`src/rtl/omsp_dbg_uart_rx.sv`:
```
`default_nettype none
// ============================================================================
// Module   : omsp_dbg_uart_rx
// Purpose  : Debug-UART serial receive front-end. Synchronises the raw rxd
//            pin, optionally measures the baud rate from a 0x80 sync
//            character, then deserialises 8N1 bytes for the protocol FSM.
// Ports    : dbg_clk       - debug clock, all state on rising edge
//            dbg_rst_n     - asynchronous reset, active low
//            dbg_uart_rxd  - raw serial input, idle high, asynchronous
//            rx_sync_req   - level, request for baud re-measurement
//            rx_data       - last correctly received byte
//            rx_valid      - 1-cycle pulse, rx_data updated this cycle
//            rx_frame_err  - 1-cycle pulse, stop bit sampled low
//            baud_div      - current clocks-per-bit value
//            synced        - baud_div valid, byte reception enabled
// Config   : DBG_UART_AUTO_SYNC_EN - when defined, baud rate is measured
//            from the sync character; otherwise FIXED_BAUD_DIV is used and
//            synced is tied high.
// Revision : 1.0 - initial release
// ============================================================================
module omsp_dbg_uart_rx #(
    parameter int               DIV_W          = 16,
    parameter logic [DIV_W-1:0] FIXED_BAUD_DIV = 16'd86,
    parameter int               SYNC_STAGES    = 2
) (
    input  logic             dbg_clk,
    input  logic             dbg_rst_n,
    input  logic             dbg_uart_rxd,
    input  logic             rx_sync_req,
    output logic [7:0]       rx_data,
    output logic             rx_valid,
    output logic             rx_frame_err,
    output logic [DIV_W-1:0] baud_div,
    output logic             synced
);

    localparam logic [2:0] c_ST_IDLE    = 3'd0;
    localparam logic [2:0] c_ST_START   = 3'd1;
    localparam logic [2:0] c_ST_DATA    = 3'd2;
    localparam logic [2:0] c_ST_STOP    = 3'd3;
    localparam logic [2:0] c_ST_WAIT_HI = 3'd4;
    localparam logic [2:0] c_ST_SYNC    = 3'd5;

    logic [SYNC_STAGES-1:0] r_sync;
    logic                   r_rxd_prev;
    logic [2:0]             r_state;
    logic [DIV_W-1:0]       r_cnt;
    logic [2:0]             r_bit;
    logic [7:0]             r_shift;
    logic [7:0]             r_rx_data;
    logic                   r_rx_valid;
    logic                   r_rx_frame_err;

    logic                   w_rxd_s;
    logic                   w_fall;
    logic [DIV_W-1:0]       w_baud;
    logic                   w_go_sync;
    logic [DIV_W-1:0]       w_half_m1;
    logic [DIV_W-1:0]       w_full_m1;

    // Synchroniser shifts toward the MSB; the MSB is the clean rxd.
    always_ff @(posedge dbg_clk or negedge dbg_rst_n) begin
        if (!dbg_rst_n) begin
            r_sync     <= '1;
            r_rxd_prev <= 1'b1;
        end else begin
            r_sync     <= {r_sync[SYNC_STAGES-2:0], dbg_uart_rxd};
            r_rxd_prev <= w_rxd_s;
        end
    end

    assign w_rxd_s = r_sync[SYNC_STAGES-1];
    assign w_fall  = r_rxd_prev & ~w_rxd_s;

`ifdef DBG_UART_AUTO_SYNC_EN
    logic [DIV_W-1:0] r_baud_div;
    logic             r_synced;

    assign w_baud    = r_baud_div;
    // A sync request in the same cycle as an edge wins: the edge is
    // treated as the start of a new sync character.
    assign w_go_sync = ~r_synced | rx_sync_req;
    assign synced    = r_synced;
`else
    logic w_unused;

    assign w_baud    = FIXED_BAUD_DIV;
    assign w_go_sync = 1'b0;
    assign synced    = 1'b1;
    assign w_unused  = rx_sync_req;
`endif

    assign w_half_m1 = (w_baud >> 1) - DIV_W'(1);
    assign w_full_m1 = w_baud - DIV_W'(1);

    always_ff @(posedge dbg_clk or negedge dbg_rst_n) begin
        if (!dbg_rst_n) begin
            r_state        <= c_ST_IDLE;
            r_cnt          <= '0;
            r_bit          <= '0;
            r_shift        <= '0;
            r_rx_data      <= '0;
            r_rx_valid     <= 1'b0;
            r_rx_frame_err <= 1'b0;
`ifdef DBG_UART_AUTO_SYNC_EN
            r_baud_div     <= '0;
            r_synced       <= 1'b0;
`endif
        end else begin
            r_rx_valid     <= 1'b0;
            r_rx_frame_err <= 1'b0;
            case (r_state)
                c_ST_IDLE: begin
`ifdef DBG_UART_AUTO_SYNC_EN
                    if (rx_sync_req) begin
                        r_synced <= 1'b0;
                    end
`endif
                    if (w_fall) begin
                        r_bit <= '0;
                        if (w_go_sync) begin
                            // The edge cycle is already one low cycle, so
                            // the measurement starts at 1 to give L exactly.
                            r_state <= c_ST_SYNC;
                            r_cnt   <= DIV_W'(1);
                        end else begin
                            r_state <= c_ST_START;
                            r_cnt   <= '0;
                        end
                    end
                end
`ifdef DBG_UART_AUTO_SYNC_EN
                c_ST_SYNC: begin
                    if (!w_rxd_s) begin
                        if (r_cnt != '1) begin
                            r_cnt <= r_cnt + DIV_W'(1);
                        end
                    end else if ((r_cnt != '1) &&
                                 (r_cnt[DIV_W-1:3] >= (DIV_W-3)'(4))) begin
                        // 0x80 holds the line low for 8 bit times.
                        r_baud_div <= r_cnt >> 3;
                        r_synced   <= 1'b1;
                        r_state    <= c_ST_IDLE;
                    end else begin
                        r_state <= c_ST_WAIT_HI;
                    end
                end
`endif
                c_ST_START: begin
                    if (r_cnt == w_half_m1) begin
                        r_cnt   <= '0;
                        r_state <= w_rxd_s ? c_ST_IDLE : c_ST_DATA;
                    end else begin
                        r_cnt <= r_cnt + DIV_W'(1);
                    end
                end
                c_ST_DATA: begin
                    if (r_cnt == w_full_m1) begin
                        r_cnt   <= '0;
                        r_shift <= {w_rxd_s, r_shift[7:1]};
                        r_bit   <= r_bit + 3'd1;
                        if (r_bit == 3'd7) begin
                            r_state <= c_ST_STOP;
                        end
                    end else begin
                        r_cnt <= r_cnt + DIV_W'(1);
                    end
                end
                c_ST_STOP: begin
                    if (r_cnt == w_full_m1) begin
                        r_cnt <= '0;
                        if (w_rxd_s) begin
                            r_rx_data  <= r_shift;
                            r_rx_valid <= 1'b1;
                            r_state    <= c_ST_IDLE;
                        end else begin
                            r_rx_frame_err <= 1'b1;
                            r_state        <= c_ST_WAIT_HI;
                        end
                    end else begin
                        r_cnt <= r_cnt + DIV_W'(1);
                    end
                end
                c_ST_WAIT_HI: begin
                    if (w_rxd_s) begin
                        r_state <= c_ST_IDLE;
                    end
                end
                default: begin
                    r_state <= c_ST_IDLE;
                end
            endcase
        end
    end

    assign rx_data      = r_rx_data;
    assign rx_valid     = r_rx_valid;
    assign rx_frame_err = r_rx_frame_err;
    assign baud_div     = w_baud;

endmodule
`default_nettype wire
```
`config.mk`:
```
export PLATFORM = sky130hd
export DESIGN_NAME = omsp_dbg_uart_rx
export DESIGN_NICKNAME = d
export VERILOG_FILES = /design/src/rtl/omsp_dbg_uart_rx.sv
export SDC_FILE = /design/constraint.sdc
export NUM_CORES = 1
export LEC_CHECK = 0
export CAP_MARGIN = 20
export CORE_ASPECT_RATIO = 0.6
export CORE_MARGIN = 8
export CORE_UTILIZATION = 48
export CTS_CLUSTER_DIAMETER = 40
export DETAILED_ROUTE_END_ITERATION = 10
export PLACE_DENSITY = 0.76
export SLEW_MARGIN = 10
export SYNTH_ARGS = -nofsm -noshare
export SYNTH_HDL_FRONTEND = slang
export SYNTH_SLANG_ARGS = --single-unit
```
`constraint.sdc`:
```
create_clock -name dbg_clk -period 2.3 [get_ports dbg_clk]
set_clock_uncertainty 0.05 [all_clocks]
set_input_delay 0.69 -clock dbg_clk [delete_from_list [all_inputs] [get_ports dbg_clk]]
set_output_delay 0.69 -clock dbg_clk [all_outputs]
set_load 0.03 [all_outputs]
```
==> flow_metrics.env <==
export IMPL_cts_tree="built"
export IMPL_grt_use_total_pct=12.77
export IMPL_peakVddDrop_mv=0.4488
export IMPL_synth_edf_count=0
export IMPL_grt_pass1_wl_microns=7541
export IMPL_tritoncts_num_buffers=5
export IMPL_hpwl_microns=3331
export IMPL_layout_cells_most_common_list="dfrtp_1 (40), nand2_1 (20), conb_1 (17), nor2_1 (13), clkdlybuf4s50_1 (11)"
export IMPL_synth_cell_types=48
export IMPL_synth_seq_area_share_pct=46.70
export IMPL_drive_above_1_share_pct=21.70
export IMPL_synth_seq_cells=43
export IMPL_grt_pass1_vias=1527
export IMPL_grt_max_degree=26
export IMPL_dieArea_sq_mm=0.007367
export IMPL_routabilityCongestion=0.8766
export IMPL_setup_viol=0
export IMPL_drtIter0Drc=87
export IMPL_drt_pass1_iterations=4
export IMPL_diodes=0
export IMPL_setup_tns_ps=0
export IMPL_via_count=1587
export IMPL_hold_violations=0
export IMPL_port_buffers=12
export IMPL_pre_cts_slack_ps=141.1
export IMPL_crit_type="register to register"
export IMPL_grt_antenna_before_repair=0
export IMPL_instances_no_fill=298
export IMPL_cp_max_fo=6
export IMPL_synth_ff_type="dfrtp_1"
export IMPL_fillerInstances=432
export IMPL_p_total_uw=2080
export IMPL_final_antenna_net_count=0
export IMPL_placementRows=19
export IMPL_cp_end_kind="register"
export IMPL_core_area_sq_mm=0.004612
export IMPL_worst_pin_slew_ps=503.4
export IMPL_hp_class="input port to asynchronous set/reset pin"
export IMPL_fin_crit_sh_pct=95.89
export IMPL_outcome="completed"
export IMPL_holdWs_ps=280.3
export IMPL_initial_core_util_pct=50.14
export IMPL_r2r_slack_ps=90
export IMPL_required_ps=2430
export IMPL_p_per_area_mw_per_mm2=803.8
export IMPL_viasPerCell=5.326
export IMPL_finalCriticalPeriod_ps=2205
export IMPL_clk_pin_slew_ps=80
export IMPL_cts_root_buffer="clkbuf_8"
export IMPL_reg2reg_depth=8
export IMPL_io_pins=31
export IMPL_finalMaxSlewViolations=0
export IMPL_routedWlPerCell_microns=15.59
export IMPL_gr_total_overflow=0
export IMPL_async_reset_ff_share_pct=100.0
export IMPL_startpoint_type="register"
export IMPL_fp_dieW_microns=105.6
export IMPL_fmax_mhz=453.4
export IMPL_final_common_cell="dfrtp_1"
export IMPL_clock_latency_ps=300
export IMPL_clockBufferDepth=2
export IMPL_wl_microns=4647
export IMPL_die_h_microns=69.76
export IMPL_r2r_end="r_shift[1]$_DFFE_PN0P_"
export IMPL_leakage_uw=0.001214
export IMPL_syn_inst=216
export IMPL_drc=0
export IMPL_fin_nets=243
export IMPL_syn_area_sq_mm=0.002312
export IMPL_cts_num_sinks=43
export IMPL_synthToLayoutAreaGrowth_pct=11.90
export IMPL_placed_cells=288
export IMPL_critical_path_arrival_ps=2340
export IMPL_synth_warnings=0
export IMPL_relSlewSlack_pct=66.44
export IMPL_cap_violations=0
export IMPL_synth_avg_cell_area_sq_um=10.70
export IMPL_htree_levels=2
export IMPL_r2r_start="r_cnt[1]$_DFFE_PN0P_"
export IMPL_fin_ws_ps=94.56
critical path, cell delays in order (launching register included):
cell and delay (ps):
dfrtp_1 420, inv_1 100, ha_1 180, and4bb_2 280
nand4_4 120, buf_4 190, nor3b_4 240, buf_4 190
mux2_2 330
report_power, final:
part | leakage, uW | internal (uW) | total [uW] | switching [uW]
logic | 0.000589 | 283 | 733 | 451
registers | 0.000585 | 805 | 879 | 73.8
clock network | 0.0000402 | 211 | 468 | 257
stage by stage:
stage	cell area, sq um	utilization [%]
after CTS	2551	55.32
after global routing	2587	56.10
after floorplan	2369	-
after global placement	2462	53.39
after detailed placement	2462	53.39
final	2587	56.10
registers in the layout, indices dropped and copies added (netlist names):
signal,count
r_state,3
rx_frame_err,1
r_cnt,16
r_shift,8
r_bit,3
rx_valid,1
r_sync,2
r_rxd_prev,1
rx_data,8
logic make-up (layout without fill, tap and decap cells):
group	Yosys count	in the layout	share of synthesized area, %
adders and majority gates	5	5	2.706
DFF	43	43	46.70
xor gates and xnor gates	5	5	1.894
and+or+nand+nor	68	68	17.59
muxes	19	19	10.44
AOI/OAI and AO/OA	37	37	10.39
other	2	17	0.3248
buffers and inverters	37	41	9.957
how the worst max path moves through the flow:
stage                                     from                      to  slack [ps]  depth (start not counted)
after floorplan           r_cnt[1]$_DFFE_PN0P_  rx_data[0]$_DFFE_PN0P_         350                          7
after global placement    r_cnt[1]$_DFFE_PN0P_  rx_data[7]$_DFFE_PN0P_         160                          6
after detailed placement  r_cnt[0]$_DFFE_PN0P_    r_cnt[4]$_DFFE_PN0P_         140                          7
after CTS                 r_cnt[1]$_DFFE_PN0P_  r_shift[0]$_DFFE_PN0P_         120                          8
after global routing      r_cnt[1]$_DFFE_PN0P_  r_shift[1]$_DFFE_PN0P_          -3                          8
final                     r_cnt[1]$_DFFE_PN0P_  r_shift[1]$_DFFE_PN0P_          90                          8
metal layers:
| metal | GRT usage, % | part of all wire, % | vias to the layer above | wire length (microns) |
|---|---|---|---|---|
| li1 | - | - | 760 | - |
| met1 | 18.07 | 48 | 774 | 2239 |
| met2 | 17.03 | 43 | 48 | 1989 |
| met3 | 3.711 | 7.5 | 5 | 347 |
| met4 | 6.357 | 1.5 | 0 | 71 |
| met5 | 0 | 0 | - | 0 |
area by class of cell:
type	count	area, sq um	share of cell area [%]
Sequential cell	43	1080	41.73
Multi-Input combinational cell	151	1076	41.59
Timing Repair Buffer	23	226.5	8.752
Tap cell	63	78.83	3.046
Clock buffer	5	68.82	2.660
Inverter	10	37.54	1.451
Clock inverter	3	20.02	0.7737
repair_timing:
item / 4_1_cts / 5_1_grt
setup buffers: 0 / 1
resized for setup: 0 / 7
hold buffers: 0 / 0
endpoints found under the setup margin: 0 / 4
cells in the mapped netlist, drive strengths merged, types with 2 or more instances:
master	n	share of area [%]
dfrtp	40	43
buf	24	7.8
nand2	20	3.2
mux2	17	9.6
nor2	13	2.1
a21oi	10	2.2
inv	10	1.6
o21ai	10	2.2
nand4	6	2.3
a22o	5	1.9
ha	5	2.7
nor3	4	1.1
a21o	3	0.97
a31oi	3	0.81
and3	3	0.81
clkbuf	3	0.54
dfstp	3	3.4
nand3	3	0.65
nor4b	3	1.1
or3	3	0.81
xnor2	3	1.1
and4bb	2	1.1
conb	2	0.32
mux2i	2	0.87
nor3b	2	0.65
nor4	2	1.5
o22ai	2	0.54
xor2	2	0.76
Power figures use the tool's default switching activity.
